## src/rtl/sys_timer_pkg.sv

```systemverilog
// sys_timer_pkg: register map and field positions
// shared by the sys bus timer peripheral.
package sys_timer_pkg;

  localparam logic [2:0] OFS_CTRL    = 3'd0;
  localparam logic [2:0] OFS_COUNT   = 3'd1;
  localparam logic [2:0] OFS_COMPARE = 3'd2;
  localparam logic [2:0] OFS_STATUS  = 3'd3;
  localparam logic [2:0] OFS_CAPTURE = 3'd4;

  localparam int CTRL_EN = 0;
  localparam int CTRL_AR = 1;
  localparam int CTRL_IE = 2;
  localparam int PRE_LSB = 8;
  localparam int PRE_MSB = 15;

  localparam int ST_MATCH = 0;
  localparam int ST_OVF   = 1;
  localparam int ST_CAP   = 2;

  localparam logic [31:0] CTRL_MASK = 32'h0000_FF07;

  function automatic logic win_hit(
    input logic [26:0] a,
    input logic [26:0] base
  );
    return a == base;
  endfunction

endpackage

```

## src/rtl/sys_prescaler.sv

```systemverilog
// sys_prescaler: 8-bit clock divider, one tick
// every PRESCALE+1 enabled cycles.
module sys_prescaler (
  input  logic       clk,
  input  logic       rst,
  input  logic       en,
  input  logic       clr,
  input  logic [7:0] prescale,
  output logic       tick
);

  logic [7:0] pre_cnt;

  assign tick = en && (pre_cnt == prescale);

  // divider count, held at 0 while disabled
  always_ff @(posedge clk) begin
    if (!rst || clr || !en)
      pre_cnt <= '0;
    else if (tick)
      pre_cnt <= '0;
    else
      pre_cnt <= pre_cnt + 8'd1;
  end

endmodule

```

## src/rtl/sys_timer_periph.sv

```systemverilog
// sys_timer_periph: memory-mapped 32-bit timer on the sys bus.
// Optional capture input enabled by SYS_TIMER_CAPTURE_EN.
module sys_timer_periph
  import sys_timer_pkg::*;
#(
  parameter logic [31:0] BASE          = 32'h0000_1000,
  parameter logic [31:0] RESET_COMPARE = 32'hFFFF_FFFF
) (
  input  logic        clk,
  input  logic        rst,
  input  logic [31:0] sys_w_addr,
  input  logic [31:0] sys_w_line,
  input  logic        sys_write,
  input  logic [31:0] sys_r_addr,
  input  logic        sys_read,
  output logic [31:0] sys_r_line,
  output logic        sys_r_hit,
  input  logic        cap_in,
  output logic        irq
);

  logic [31:0] ctrl;
  logic [31:0] count;
  logic [31:0] count_nxt;
  logic [31:0] compare;
  logic [31:0] capture;
  logic [31:0] r_data;
  logic [2:0]  status;
  logic [2:0]  st_set;
  logic [2:0]  st_clr;
  logic [2:0]  w_ofs;
  logic [2:0]  r_ofs;
  logic        w_hit;
  logic        r_hit;
  logic        wr;
  logic        wr_ctrl;
  logic        wr_count;
  logic        wr_cmp;
  logic        wr_st;
  logic        tick;
  logic        tick_eff;
  logic        cap_rise;
  logic        unused_ok;

  assign w_hit = win_hit(sys_w_addr[31:5], BASE[31:5]);
  assign r_hit = win_hit(sys_r_addr[31:5], BASE[31:5]);
  assign w_ofs = sys_w_addr[4:2];
  assign r_ofs = sys_r_addr[4:2];

  assign wr       = sys_write && w_hit;
  assign wr_ctrl  = wr && (w_ofs == OFS_CTRL);
  assign wr_count = wr && (w_ofs == OFS_COUNT);
  assign wr_cmp   = wr && (w_ofs == OFS_COMPARE);
  assign wr_st    = wr && (w_ofs == OFS_STATUS);

  // a software COUNT write swallows a coincident tick
  assign tick_eff = tick && !wr_count;

  sys_prescaler u_pre (
    .clk      (clk),
    .rst      (rst),
    .en       (ctrl[CTRL_EN]),
    .clr      (wr_ctrl),
    .prescale (ctrl[PRE_MSB:PRE_LSB]),
    .tick     (tick)
  );

`ifdef SYS_TIMER_CAPTURE_EN
  logic [2:0] cap_sync;

  // two-flop synchronizer plus one stage for edge detect
  always_ff @(posedge clk) begin
    if (!rst)
      cap_sync <= '0;
    else
      cap_sync <= {cap_sync[1:0], cap_in};
  end

  assign cap_rise = cap_sync[1] & ~cap_sync[2];

  // snapshot COUNT before any same-cycle update
  always_ff @(posedge clk) begin
    if (!rst)
      capture <= '0;
    else if (cap_rise)
      capture <= count;
  end

  assign unused_ok = ^{sys_w_addr[1:0], sys_r_addr[1:0]};
`else
  assign cap_rise  = 1'b0;
  assign capture   = '0;
  assign unused_ok = ^{sys_w_addr[1:0], sys_r_addr[1:0], cap_in};
`endif

  // next COUNT and hardware status sets
  always_comb begin
    count_nxt = count;
    st_set    = '0;
    st_set[ST_CAP] = cap_rise;
    if (tick_eff) begin
      if (count == compare)
        st_set[ST_MATCH] = 1'b1;
      if (count == compare && ctrl[CTRL_AR]) begin
        count_nxt = '0;
      end else begin
        count_nxt = count + 32'd1;
        if (&count)
          st_set[ST_OVF] = 1'b1;
      end
    end
    if (wr_count)
      count_nxt = sys_w_line;
  end

  assign st_clr = wr_st ? sys_w_line[2:0] : 3'b000;

  // register file and interrupt
  always_ff @(posedge clk) begin
    if (!rst) begin
      ctrl    <= '0;
      count   <= '0;
      compare <= RESET_COMPARE;
      status  <= '0;
      irq     <= 1'b0;
    end else begin
      if (wr_ctrl)
        ctrl <= sys_w_line & CTRL_MASK;
      if (wr_cmp)
        compare <= sys_w_line;
      count  <= count_nxt;
      status <= (status & ~st_clr) | st_set;
      irq    <= ctrl[CTRL_IE] & (|status);
    end
  end

  // read mux over pre-write register values
  always_comb begin
    r_data = '0;
    unique case (1'b1)
      r_ofs == OFS_CTRL:    r_data = ctrl;
      r_ofs == OFS_COUNT:   r_data = count;
      r_ofs == OFS_COMPARE: r_data = compare;
      r_ofs == OFS_STATUS:  r_data = {29'd0, status};
      r_ofs == OFS_CAPTURE: r_data = capture;
      default:              r_data = '0;
    endcase
  end

  // registered read response
  always_ff @(posedge clk) begin
    if (!rst) begin
      sys_r_line <= '0;
      sys_r_hit  <= 1'b0;
    end else if (sys_read && r_hit) begin
      sys_r_line <= r_data;
      sys_r_hit  <= 1'b1;
    end else begin
      sys_r_line <= '0;
      sys_r_hit  <= 1'b0;
    end
  end

endmodule

```

## config.mk

```make
export PLATFORM = sky130hd
export DESIGN_NAME = sys_timer_periph
export DESIGN_NICKNAME = d
export VERILOG_FILES = /design/src/rtl/sys_timer_pkg.sv /design/src/rtl/sys_prescaler.sv /design/src/rtl/sys_timer_periph.sv
export SDC_FILE = /design/constraint.sdc
export NUM_CORES = 1
export LEC_CHECK = 0
export CORE_UTILIZATION = 54
export CTS_CLUSTER_DIAMETER = 50
export DETAILED_ROUTE_END_ITERATION = 6
export PLACE_DENSITY = 0.89
export SLEW_MARGIN = 25
export SYNTH_ARGS = -nofsm -noshare
export SYNTH_HDL_FRONTEND = slang
export SYNTH_SLANG_ARGS = --single-unit
```

## constraint.sdc

```tcl
create_clock -name clk -period 4 [get_ports clk]
set_clock_uncertainty 0.2 [all_clocks]
set_input_delay 0.6 -clock clk [delete_from_list [all_inputs] [get_ports clk]]
set_output_delay 0.6 -clock clk [all_outputs]
set_load 0.02 [all_outputs]
```

==> impl_results.md <==
- Met1 Use GR: 0.3965
- CP Data Arrival Time: between 3 and 4 ns
- Total of max-cap violations: 0
- Synth Area per Inst: slightly above 8 um2
- Max IR drop VDD: around 270 uV
- Pin count of the biggest net entering global routing: 64
- Final worst-path cycle share: 0.7813
- Vias: just over 6k
- Synthesized flop and latch total: 120
- Final setup vio count: 0
- Slowest CP cell: nor4_1
- Yosys cell types: 54
- Worst Tran Pin Value: roughly 0.85 ns
- Syn. warnings: 0
- Post-layout nets: between 900 and 1k
- Post-CTS Setup Bufs: 0
- Ys async rst share: 0
- Core Area: around 0.010 mm2
- Switching Power: between 600 and 700 uW
- Resized Gates After CTS: 0
- Switching Fraction: 0.2123
- Num CTS Buffers: 17
- Failing checks: DRC
- Clock Power Share: 0.518
- Clock tree buffer depth: 2
- Initial DRC count: ~580
- FMAX: 0.3200 GHz
- Final min period: approximately 3.1 ns
- Final worst slack: slightly below 0.9 ns
- # hold bufs at CTS: 0
- Critical Path End Type: flip-flop
- Share of Yosys cell area claimed by the top area cell type: 0.4110
- Global route hottest layer: met2
- Routed wire length per instance: around 18 um
- Final wirelength: between 15 and 20 mm
- CP max FO: 13
- Count of pins over their slew limit: 0
- Mapped Cells: ~700
- CP Data Required Time: approximately 4.2 ns
- RePlAce Congestion: 0.9601
- Fin Setup TNS: 0 ns
- Delay-heaviest family, CP: simple AND/OR/NAND/NOR gates
- Drt via density: ~6.3
- CTS H-tree lvls: 4
- Critical setup path kind: reg -> reg
- Synth top area cells: dfxtp_1, nand2_1, xnor2_1, nand3_1, nor2_1
- EDFF count, synth: 0
- Global-route wire length before repair: around 29 mm
- Overall Global Routing Usage: 0.3298
- Die W: 106.0 um
- Hold Vio Cnt, Final: 0
- Sequential fraction of the synthesis area: 0.4110
- HP Class: reg -> reg
- Clk Latency, worst-skew pair: approximately 0.53 ns
- Boundary Pins: 135
- Share of layout cells above drive strength 1: 0.08521
- Die Ht: between 100 and 150 um
- Initial antenna violation count: 0
- Clk slew on worst S/H paths: about 0.060 ns
- # rows: 37
- Worst slew margin: 0.4325
- Inserted Diodes: 0
- Unrepaired setup endpoints after global routing: false
- Die ar.: ~0.011 mm2
- Mapped Area: a little under 0.006 mm2
- Worst-path cell chain: nand4_1 > nor4_1 > nand3_1 > nor4_1 > xor2_1 > nand3_1 > a31oi_1
- Post-Synthesis Net Count: about 800
- Top FF cell, synth: dfxtp_1
- Dpl ws: between 0.7 and 0.8 ns
- TritonCTS clock tree: yes
- Root Buffer: clkbuf_8
- Slowest cell delay on critical path: slightly below 0.6 ns
- Power per Cell Area: 368.7 mW/mm2
- Synth top cells by count: dfxtp_1, nand2_1, nor2_1
- Count leader, synth: dfxtp_1
- Initial core utilization: 0.5611
- Layout Cells excl Fill: 981
- # DRC: 2
- Placed cell count: 949
- Status: finished, violations left
- P_int: roughly 2300 uW
- Register share of total power: 0.418
- GRT overflow: 0
- Buffers on Ports: between 100 and 150
- Area Overhead vs Synth: 33.91%
- Synth area leader: dfxtp_1
- M2 GR Usage: 0.5565
- Vias in the first global route: ~6k
- Total clock sinks: 120
- Combinational Power Share: 0.064
- WP buf/inv: 0
- Leakage: about 0.0028 uW
- Router iterations before antenna repair: 7
- GR Util met3: 0.07419
- Startpoint Class: flip-flop
- ANT nets after route: 0
- Dpl hpwl: about 12 mm
==> registers in the layout (all words and copies together), names as in the netlist <==
signal	count
status	3
sys_r_hit	1
sys_r_line	32
irq	1
compare	32
u_pre.pre_cnt	8
count	32
ctrl	11
==> worst paths after layout <==
path / start / to / slack [ns] / cells past startpoint
min reg2reg: status[2] / status[2] / 0.26 / 2
max: count[2] / count[31] / 0.87 / 7
min: status[2] / status[2] / 0.26 / 2
max reg2reg: count[2] / count[31] / 0.87 / 7
==> placed cells by master (no fill, tap or decap), types with 6 or more instances in the layout <==
cell type	Yosys	final
clkdlybuf4s50_1	0	128
dfxtp_1	120	120
nand2_1	99	99
nor2_1	71	71
nand3_1	54	54
xnor2_1	41	41
o21ai_0	37	37
a21oi_1	34	34
nand4_1	23	23
a22oi_1	23	23
mux2i_1	19	19
a31oi_1	18	18
buf_4	0	17
clkbuf_16	0	16
nor4_1	16	15
nor3_1	10	10
xor2_1	9	9
inv_1	7	7
nor2b_1	7	7
or3_1	8	7
a21o_1	7	7
o21a_1	6	6
clkbuf_8	0	6
==> per-layer routing <==
metal,routed length [um],vias to the layer above,part of all wire
li1,-,2795,-
met5,0,-,0
met3,1804,80,0.10
met2,8553,429,0.47
met1,7076,2846,0.39
met4,604,0,0.033
==> logic make-up (layout without fill, tap and decap cells) <==
| kind of cell | count (synthesis) | count (layout) | share of synthesized area |
|---|---|---|---|
| mux | 22 | 22 | 0.04410 |
| compound gates | 147 | 147 | 0.1604 |
| fa+ha+maj | 2 | 2 | 0.004281 |
| buf+inv | 61 | 187 | 0.04110 |
| xor+xnor | 50 | 50 | 0.07493 |
| simple gates | 317 | 317 | 0.2642 |
| flops | 120 | 120 | 0.4110 |
==> power groups by stage <==
| stage | clock network, uW | registers [uW] | logic [uW] |
|---|---|---|---|
| final | 1500 | 1210 | 184 |
| after global routing | 1550 | 1210 | 195 |
| after CTS | 1490 | 1210 | 182 |
| after detailed placement | 0 | 1230 | 179 |
| after global placement | 0 | 1230 | 176 |
| after floorplan | 0 | 1230 | 60.2 |
==> layout make-up <==
cell class / count / area [um2]
multi-input combinational: 538 / 3221
fill: 731 / 2590
sequential: 120 / 2402
timing repair buffer: 146 / 1414
clock buffer: 24 / 490.5
tap: 136 / 170.2
clock inverter: 8 / 92.59
inverter: 9 / 36.28
==> per-stage QoR <==
stage,cell area (um2),hold slack [ns],power (uW),utilization
after floorplan,5844,0.2253,1287,-
after global placement,7242,0.2373,1406,0.6953
after detailed placement,7242,0.2574,1410,0.6953
after CTS,7825,0.2622,2881,0.7512
after global routing,7826,0.3107,2955,0.7514
final,7826,0.2582,2885,0.7514
==> worst reg2reg max path: cells and delay by family, from the launching register on <==
| kind | cells | cell delay [ns] |
|---|---|---|
| and+or+nand+nor | 5 | 1.94 |
| DFF | 1 | 0.49 |
| AOI/OAI and AO/OA | 1 | 0.20 |
| xor gates and xnor gates | 1 | 0.19 |
Power figures use the tool's default switching activity.
